--- src/rtl/sm_addsub_pkg.sv ---
// Shared ALU function codes for the signed-magnitude add/subtract unit.
// The control FSM and the datapath both import these constants.
package sm_addsub_pkg;

  localparam logic [2:0] ALU_PASS_INC = 3'b000;
  localparam logic [2:0] ALU_ADD      = 3'b001;
  localparam logic [2:0] ALU_SUB      = 3'b010;
  localparam logic [2:0] ALU_DEC      = 3'b011;
  localparam logic [2:0] ALU_PASSB    = 3'b100;
  localparam logic [2:0] ALU_CMPA     = 3'b111;

endpackage

--- src/rtl/sm_addsub_datapath_if.sv ---
// Strobe/operand/status bundle between the control FSM (master) and the datapath (slave).
// The avf status line exists only when SMDP_OVERFLOW_EN is defined.
interface sm_addsub_datapath_if #(parameter int WIDTH = 4);

  logic [WIDTH-1:0] a_in;
  logic             as_in;
  logic [WIDTH-1:0] b_in;
  logic             bs_in;
  logic             S2, S1, S0, Cin;
  logic             L, X, Y, Z, W;
  logic             S;
  logic             E;
  logic [WIDTH-1:0] a_out;
  logic             as_out;
`ifdef SMDP_OVERFLOW_EN
  logic             avf;
`endif

  modport master (
    output a_in, as_in, b_in, bs_in, S2, S1, S0, Cin, L, X, Y, Z, W,
    input  S, E, a_out, as_out
`ifdef SMDP_OVERFLOW_EN
    , input avf
`endif
  );

  modport slave (
    input  a_in, as_in, b_in, bs_in, S2, S1, S0, Cin, L, X, Y, Z, W,
    output S, E, a_out, as_out
`ifdef SMDP_OVERFLOW_EN
    , output avf
`endif
  );

endinterface

--- src/rtl/sm_alu.sv ---
// Combinational ALU for the datapath: WIDTH+1 bit sum, carry taken from bit WIDTH.
module sm_alu
  import sm_addsub_pkg::*;
#(
  parameter int WIDTH = 4
) (
  input  logic [WIDTH-1:0] a,
  input  logic [WIDTH-1:0] b,
  input  logic [2:0]       sel,
  input  logic             cin,
  output logic [WIDTH-1:0] result,
  output logic             carry
);

  logic [WIDTH:0] sum;
  logic [WIDTH:0] cin_ext;

  assign cin_ext = {{WIDTH{1'b0}}, cin};

  // Pass/complement functions never produce a carry, so Cin is ignored for them.
  always_comb begin
    sum = '0;
    case (sel)
      ALU_PASS_INC: sum = {1'b0, a} + cin_ext;
      ALU_ADD:      sum = {1'b0, a} + {1'b0, b} + cin_ext;
      ALU_SUB:      sum = {1'b0, a} + {1'b0, ~b} + cin_ext;
      ALU_DEC:      sum = {1'b0, a} + {1'b0, {WIDTH{1'b1}}} + cin_ext;
      ALU_CMPA:     sum = {1'b0, ~a};
      ALU_PASSB:    sum = {1'b0, b};
      default:      sum = {1'b0, b};
    endcase
  end

  assign result = sum[WIDTH-1:0];
  assign carry  = sum[WIDTH];

endmodule

--- src/rtl/sm_addsub_datapath.sv ---
// Register/ALU datapath of the signed-magnitude add/subtract unit.
// Optional AVF overflow flop and avf output are built when SMDP_OVERFLOW_EN is defined.
module sm_addsub_datapath
  import sm_addsub_pkg::*;
#(
  parameter int WIDTH = 4
) (
  input  logic                 clk,
  input  logic                 reset,
  sm_addsub_datapath_if.slave  bus
);

  logic [WIDTH-1:0] a_q;
  logic             as_q;
  logic [WIDTH-1:0] b_q;
  logic             bs_q;
  logic             e_q;
  logic [2:0]       sel;
  logic [WIDTH-1:0] alu_result;
  logic             alu_carry;
  logic             a_is_zero;

  assign sel       = {bus.S2, bus.S1, bus.S0};
  assign a_is_zero = (a_q == '0);

  sm_alu #(.WIDTH(WIDTH)) u_alu (
    .a      (a_q),
    .b      (b_q),
    .sel    (sel),
    .cin    (bus.Cin),
    .result (alu_result),
    .carry  (alu_carry)
  );

  // Priority: reset, then X, then the independent L/Y/Z/W group.
  // W tests the registered A, so it sees the value before a coinciding L.
  always_ff @(posedge clk) begin
    if (reset) begin
      a_q  <= '0;
      as_q <= 1'b0;
      b_q  <= '0;
      bs_q <= 1'b0;
      e_q  <= 1'b0;
    end else if (bus.X) begin
      a_q  <= bus.a_in;
      as_q <= bus.as_in;
      b_q  <= bus.b_in;
      bs_q <= bus.bs_in;
      e_q  <= 1'b0;
    end else begin
      if (bus.L) begin
        a_q <= alu_result;
        if (sel == ALU_ADD || sel == ALU_SUB) begin
          e_q <= alu_carry;
        end
      end
      if (bus.Y) begin
        bs_q <= ~bs_q;
      end
      if (bus.Z) begin
        as_q <= ~as_q;
      end
      if (bus.W && a_is_zero) begin
        as_q <= 1'b0;
      end
    end
  end

`ifdef SMDP_OVERFLOW_EN
  logic avf_q;

  // Sticky: once an add overflows, it stays set until new operands arrive.
  always_ff @(posedge clk) begin
    if (reset || bus.X) begin
      avf_q <= 1'b0;
    end else if (bus.L && sel == ALU_ADD && alu_carry) begin
      avf_q <= 1'b1;
    end
  end

  assign bus.avf = avf_q;
`endif

  assign bus.S      = as_q ^ bs_q;
  assign bus.E      = e_q;
  assign bus.a_out  = a_q;
  assign bus.as_out = as_q;

endmodule

--- src/flat_wrapper.sv ---
// flat-port wrapper written by rule: the top's interface ports become plain ports
module sm_addsub_datapath_flat import sm_addsub_pkg::*;
#(
  parameter int WIDTH = 4
)
  (clk, reset, bus_a_in, bus_as_in, bus_b_in, bus_bs_in, bus_S2, bus_S1, bus_S0, bus_Cin, bus_L, bus_X, bus_Y, bus_Z, bus_W, bus_S, bus_E, bus_a_out, bus_as_out);
  sm_addsub_datapath_if #(.WIDTH(WIDTH)) bus_i ();
  input  logic clk;
  input  logic reset;
  input wire logic [$bits(bus_i.a_in)-1:0] bus_a_in;
  input wire logic [$bits(bus_i.as_in)-1:0] bus_as_in;
  input wire logic [$bits(bus_i.b_in)-1:0] bus_b_in;
  input wire logic [$bits(bus_i.bs_in)-1:0] bus_bs_in;
  input wire logic [$bits(bus_i.S2)-1:0] bus_S2;
  input wire logic [$bits(bus_i.S1)-1:0] bus_S1;
  input wire logic [$bits(bus_i.S0)-1:0] bus_S0;
  input wire logic [$bits(bus_i.Cin)-1:0] bus_Cin;
  input wire logic [$bits(bus_i.L)-1:0] bus_L;
  input wire logic [$bits(bus_i.X)-1:0] bus_X;
  input wire logic [$bits(bus_i.Y)-1:0] bus_Y;
  input wire logic [$bits(bus_i.Z)-1:0] bus_Z;
  input wire logic [$bits(bus_i.W)-1:0] bus_W;
  output wire logic [$bits(bus_i.S)-1:0] bus_S;
  output wire logic [$bits(bus_i.E)-1:0] bus_E;
  output wire logic [$bits(bus_i.a_out)-1:0] bus_a_out;
  output wire logic [$bits(bus_i.as_out)-1:0] bus_as_out;
  assign bus_i.a_in = bus_a_in;
  assign bus_i.as_in = bus_as_in;
  assign bus_i.b_in = bus_b_in;
  assign bus_i.bs_in = bus_bs_in;
  assign bus_i.S2 = bus_S2;
  assign bus_i.S1 = bus_S1;
  assign bus_i.S0 = bus_S0;
  assign bus_i.Cin = bus_Cin;
  assign bus_i.L = bus_L;
  assign bus_i.X = bus_X;
  assign bus_i.Y = bus_Y;
  assign bus_i.Z = bus_Z;
  assign bus_i.W = bus_W;
  assign bus_S = bus_i.S;
  assign bus_E = bus_i.E;
  assign bus_a_out = bus_i.a_out;
  assign bus_as_out = bus_i.as_out;
  sm_addsub_datapath #(.WIDTH(WIDTH)) u_core (.clk(clk), .reset(reset), .bus(bus_i));
endmodule
--- config.mk ---
export PLATFORM = sky130hd
export DESIGN_NAME = sm_addsub_datapath_flat
export DESIGN_NICKNAME = d
export VERILOG_FILES = /design/src/rtl/sm_addsub_pkg.sv /design/src/rtl/sm_addsub_datapath_if.sv /design/src/rtl/sm_alu.sv /design/src/rtl/sm_addsub_datapath.sv /design/src/flat_wrapper.sv
export SDC_FILE = /design/constraint.sdc
export NUM_CORES = 1
export LEC_CHECK = 0
export CORE_ASPECT_RATIO = 1.4
export CORE_UTILIZATION = 30
export CTS_CLUSTER_DIAMETER = 200
export CTS_CLUSTER_SIZE = 12
export DETAILED_ROUTE_END_ITERATION = 10
export PLACE_DENSITY = 0.62
export SLEW_MARGIN = 30
export SYNTH_ARGS = -nofsm -noshare
export SYNTH_HDL_FRONTEND = slang
export SYNTH_SLANG_ARGS = --single-unit
--- constraint.sdc ---
create_clock -name clk -period 3.7 [get_ports clk]
set_input_delay 0.925 -clock clk [delete_from_list [all_inputs] [get_ports clk]]
set_output_delay 0.925 -clock clk [all_outputs]
set_load 0.01 [all_outputs]
## Yosys cells after proc, flatten, opt, wreduce, memory -nomap -nowiden

Index checks and enable logic that the tools add are counted.

- Output and inout port bits: 7
- Flip-flop bits (word level): 11
- Logic and storage cells: 38
- Bits of input ports: 21

- Mux-type cells: 8
- Add/subtract/negate cells: 7
- Equality and inequality tests: 4
- Reduce and logical (&&, ||, !) cells: 9
- Bitwise operators: 5

Operators with widths:

| kind | number |
|---|---|
| $pmux W5 S5 | 1 |
| $add A5 B1 Y5 | 3 |
| $add A4 B4 Y5 | 2 |
| $mux W4 | 2 |
| $not A4 Y4 | 2 |
| $eq A3 B2 Y1 const B | 2 |
| $add A4 B1 Y5 | 1 |
| $add A4 B4 Y5 const B | 1 |
| $mux W1 | 5 |
| $logic_not A4 Y1 | 1 |
| $reduce_bool A2 Y1 | 2 |
| $eq A3 B1 Y1 const B | 1 |
| $eq A3 B3 Y1 const B | 1 |
| $logic_not A3 Y1 | 1 |
| $reduce_bool A3 Y1 | 1 |
| $not A1 Y1 | 2 |
| $reduce_and A2 Y1 | 1 |
| $reduce_or A2 Y1 | 1 |
| $logic_and A1 B1 Y1 | 1 |
| $logic_or A1 B1 Y1 | 1 |
| $xor A1 B1 Y1 | 1 |

## Logic depth before layout (Yosys ltp)

Gate-level depths: netlist of the first run.

- Depth after elaboration: 6
- Depth in mapped cells: 9
- Depth with buffers taken out: 9

## By module

From an unflattened synthesis of the first run, not the netlist that was laid out.

- Cells, all modules: 138
- Area total of the unflattened synthesis: 1146.1 µm²

Modules (own cells, without submodules):

| module | cells each | area an instance (µm²) | times used | sequential area each (µm²) |
|---|---|---|---|---|
| sm_alu | 90 | 654.4 | 1 | 0.0 |
| sm_addsub_datapath | 48 | 491.7 | 1 | 220.2 |

## Worst setup path before layout of the first run

Ideal clock, no wire load.

- Path type: input to register
- From: in bus_Cin
- To: reg u_core.a_q[1] (netlist: u_core.bus.a_out[1])
- Buffers on the path: 0
- Setup time: 0.133 ns
- Path slack: 0.979 ns
- Cell stages on the path: 9
- Data required time: 3.567 ns
- Arrival: 2.588 ns
- Cell sequence: inv_1 fa_1 inv_1 fa_1 nor2_1 a21oi_2 a211o_1 a311oi_1 nor3_1

- Cells in the longest elaborated chain, start to end: 4
- Elaborated cells between the ends (all ways): 7
- Those cells by class: add/sub: 4; mux: 3

RTL lines:

| what | RTL line | text |
|---|---|---|
| start: declaration | flat_wrapper.sv:17 | `input wire logic [$bits(bus_i.Cin)-1:0] bus_Cin;` |
| $add A5 B1 Y5, or another cell as far along | sm_alu.sv:27 | `ALU_DEC: sum = {1'b0, a} + {1'b0, {WIDTH{1'b1}}} + cin_ext;` |
| $pmux W5 S5 (*) | sm_alu.sv:23 | `case (sel)` |
| $mux W4 (*) | sm_addsub_datapath.sv:51 | `if (bus.L) begin` |
| $mux W4 (*) | sm_addsub_datapath.sv:44 | `end else if (bus.X) begin` |
| end signal: assignment | sm_addsub_datapath.sv:45 | `a_q <= bus.a_in;` |
| end signal: assignment | sm_addsub_datapath.sv:52 | `a_q <= alu_result;` |
| end: declaration | sm_addsub_datapath.sv:13 | `logic [WIDTH-1:0] a_q;` |

Every way passes the cells marked *; elsewhere a longest branch is shown, timed or not. The select of a mux whose other input is x is not followed.
A chain may end at the register's enable or synchronous reset.

## Worst setup path in the final report of the first run

Same ends and word-level chain as after synthesis.

==> summary.md, run 1 <==
| Metric | Value |
|---|---|
| Global-route wire length before repair | `slightly below 5000 µm` |
| H-tree depth | `1` |
| Series of cell instances along the critical path | `clkdlybuf4s50_1, inv_1, fa_1, inv_1, fa_1, nor2_1, a21oi_2, a211o_1, a311oi_1, nor3_1` |
| Sw Ratio | `32.30%` |
| Gpl congestion | `0.8445` |
| Cell Area, Synth | `1089 µm²` |
| Number of clock sinks seen by CTS | `11` |
| Crit path launch type | `input port` |
| Residual overflow from global routing | `0` |
| Worst relative slew slack | `55.40%` |
| Number of buffers inserted during clock tree synthesis | `3` |
| Warning count from the yosys run | `0` |
| Switching power summed over all nets | `roughly 130 µW` |
| Worst hold-check path type | `reg2reg` |
| Initial antenna violation count | `0` |
| Leak | `0.0005654 µW` |
| Transition time at the pin with the least slew margin | `0.6669 ns` |
| Clock skew after layout | `0.005892 ns` |
| Cell taking the most area after synthesis | `dfxtp_1` |
| Core Region | `~3400 µm²` |
| Final HPWL from detailed placement | `2231 µm` |
| Portion of total power attributed to combinational logic | `36.9%` |
| Run status | `completed` |
| Arrival time of data at the critical path endpoint | `approximately 3.2 ns` |
| Length of the first detailed-routing pass in iterations | `4` |
| Area Overhead vs Synth | `29.77%` |
| Critical path class | `in2reg` |
| Number of buffer and inverter stages on the critical path | `3` |
| Post-synth net total | `169` |
| Pwr per Cell Area | `about 300 nW/µm²` |
| Area share of the leading cell type in the synthesized netlist | `20.23%` |
| Max Buffers Root-to-Sink | `2` |
| Count of distinct cell types in the synthesized netlist | `40` |
| CTS-repair resized insts | `0` |
| Share of power burned in registers | `between 30% and 40%` |
| Leading post-synthesis cells by cell area | `dfxtp_1, ha_1, fa_1` |
| DIE AREA | `just under 4000 µm²` |
| Antenna-violating nets left | `0` |
| Via count of the routed design | `roughly 1100` |
| Time the worst path needs with I/O delays and setup | `between 3 and 4 ns` |
| Final Hold Fails | `0` |
| Cell Area, Placed | `1368 µm²` |
| Initial DRC count | `23` |
| Number of global-route vias before repair | `1080` |
| Setup repair after global routing missed its margin | `no` |
| Power Internal | `280.4 µW` |
| Most frequently used cell type in the post-synthesis netlist | `nor2_1` |
| Hold buffer count at CTS | `0` |
| Worst hold endpoint | `u_core.b_q[2]$_SDFFE_PP0P_` |
| Source of the worst register-to-register timing path | `u_core.bus.a_out[0]$_SDFFE_PP0P_` |
| Reg-to-reg critical path endpoint | `u_core.bus.a_out[1]$_SDFFE_PP0P_` |
| Number of register bits inferred by synthesis | `11` |
| Number of stages on the worst hold path | `2` |
| Kind of end point of the critical path | `flip-flop` |
| Nets | `194` |
| Average via count per standard cell | `~5.4` |
| Max-slew violation total from the final report | `0` |
| Share of power burned in the clock network | `29.0%` |
| Share of final-layout standard cells stronger than drive strength 1 | `4.430%` |
| Clock root buffer | `clkbuf_8` |
| Overall global routing resource usage | `16.75%` |
| Synthesized area per cell | `just over 8 µm²` |
| Maximum frequency from static timing analysis | `319.5 MHz` |
| Largest net degree at the start of global routing | `18` |
| Setup TNS Final | `0 ns` |
| CTS tree | `done` |
| Cell type group with the largest total delay on the critical path | `adder cells` |
| Final core utilization | `between 40% and 50%` |
| Number of setup buffers added after CTS | `0` |
| Die width | `roughly 53 µm` |
| Top fanout value on the critical path | `3` |
| Antenna diode instance count | `0` |
| Post-detailed-routing wire length | `between 2000 and 3000 µm` |
| Most instantiated flip-flop cell in the synthesis netlist | `dfxtp_1` |
| Cell count after synthesis | `134` |
| Critical Path Max Stage Delay | `0.48 ns` |
| Startpoint of the tightest hold check path | `u_core.b_q[2]$_SDFFE_PP0P_` |
| # Max-Cap Violations | `0` |
| Cell type of the slowest stage on the worst timing path | `clkdlybuf4s50_1` |
| Number of core rows | `25` |
| Worst vdd rail ir drop | `0.2076 mV` |
| Clk pin slew, worst setup/hold paths | `0.05 ns` |
| Post-route clock period utilization | `84.58%` |
| Number of enable-type register cells in the synthesized netlist | `0` |
| Starting density of the core | `a little under a third` |
| Top cell types by occurrence after synthesis | `nor2_1, dfxtp_1, ha_1, inv_1` |
| Wirelength per Cell | `14.45 µm` |
| Number of remaining DRC errors | `0` |
| Register-to-Register Setup Slack | `1.21 ns` |
| Data required time of the critical path | `3.81 ns` |
| Port buffer count | `27` |
| # setup viols final | `0` |
| Post-synthesis async set-or-reset flop share | `0%` |
| Clk_lat worst skew | `0.24 ns` |
| Fraction of the yosys area taken by sequential cells | `20.23%` |
| Fin area | `between 1000 and 1500 µm²` |
| FF-to-FF path depth | `9` |
| Top Ports | `28` |
| Die Y-Extent | `73.28 µm` |
-- worst max-delay path by stage --
| stage | to | slack [ns] | depth (start not counted) | from |
|---|---|---|---|---|
| after floorplan | u_core.bus.a_out[1]$_SDFFE_PP0P_ | 0.98 | 9 | bus_Cin |
| after global placement | u_core.bus.a_out[1]$_SDFFE_PP0P_ | 0.38 | 10 | bus_Cin |
| after detailed placement | u_core.bus.a_out[1]$_SDFFE_PP0P_ | 0.33 | 10 | bus_Cin |
| after CTS | u_core.bus.a_out[1]$_SDFFE_PP0P_ | 0.57 | 10 | bus_Cin |
| after global routing | u_core.bus.a_out[1]$_SDFFE_PP0P_ | 0.48 | 10 | bus_Cin |
| final | u_core.bus.a_out[1]$_SDFFE_PP0P_ | 0.57 | 10 | bus_Cin |
-- layout by cell type (no fill, tap or decap), drive strengths merged, types with 4 or more instances in the layout --
| cell | netlist | final |
|---|---|---|
| a21oi | 9 | 9 |
| clkbuf | 2 | 4 |
| clkdlybuf4s50 | 0 | 27 |
| dfxtp | 11 | 11 |
| fa | 4 | 4 |
| ha | 10 | 10 |
| inv | 10 | 10 |
| mux2i | 4 | 4 |
| nand2 | 9 | 9 |
| nor2 | 18 | 18 |
| nor2b | 5 | 5 |
| o211ai | 4 | 4 |
| o21ai | 7 | 7 |
| xnor2 | 5 | 5 |
| xor2 | 4 | 4 |
-- power by group through the flow --
stage	combinational, µW	sequential (µW)	clock (µW)
floorplan	96.9	142	0
global placement	147	143	0
detailed placement	151	143	0
CTS	153	141	125
global route	168	143	131
finish	153	141	120
-- cells by family after synthesis --
family | after synthesis | share of synthesized area (%)
AOI/OAI and AO/OA | 36 | 22.87
muxes | 6 | 5.747
xor gates and xnor gates | 9 | 7.241
DFF | 11 | 20.23
buffers and inverters | 17 | 7.242
adders and majority gates | 14 | 18.85
and+or+nand+nor | 41 | 17.82
-- per-layer routing --
metal / track usage [%] / share of wire (%) / vias up
met5: 0 / 0 / -
met4: 10.53 / 3.5 / 0
met3: 1.863 / 4.5 / 9
met2: 29.54 / 53 / 40
met1: 18.43 / 39 / 506
li1: - / - / 513
-- flip-flops by register name, summed over array words and instances, names as in the netlist --
register / cells
u_core.b_q: 4
u_core.bus.a_out: 4
u_core.bs_q: 1
u_core.bus.E: 1
u_core.bus.as_out: 1
-- worst min-delay path, stage by stage, from the launching register on --
cell     delay [ns]
dfxtp_1        0.32
mux2i_1        0.13
nor2_1         0.05
-- metrics by stage --
stage               hold slack [ns]  setup slack, ns  total power (µW)  cells
floorplan                    0.4871           0.9788             238.6    134
global placement             0.5254           0.3806             290.5    194
detailed placement           0.5519           0.3275             294.9    194
CTS                          0.5611           0.5745             418.8    198
global route                 0.5826           0.4783             441.9    198
finish                       0.5525           0.5705             414.2    198
-- layout make-up --
type / count / area, µm²
well taps: 40 / 50.05
clock buffers: 4 / 45.04
multi-input cells: 106 / 789.5
repair buffers: 27 / 270.3
inverters: 10 / 37.54
flip-flops and latches: 11 / 220.2
fillers: 353 / 1997
Note: power is estimated with default switching activity, not from simulation.
==> run 2, diff against run 1 <==
Clock period 3.7 ns to 3.25 ns, I/O delays scaled along.
==> results of run 2 <==
Same layout as run 1 (identical final DEF). Status: completed.
Among the figures that moved: setup slack after placement 0.3275 ns -> -0.009972 ns; setup slack after layout 0.5705 ns -> 0.2330 ns; register-to-register setup slack 1.21 ns -> 0.76 ns; total power 414.2 µW -> 471.6 µW; worst IR drop on VDD 0.2076 mV -> 0.2364 mV
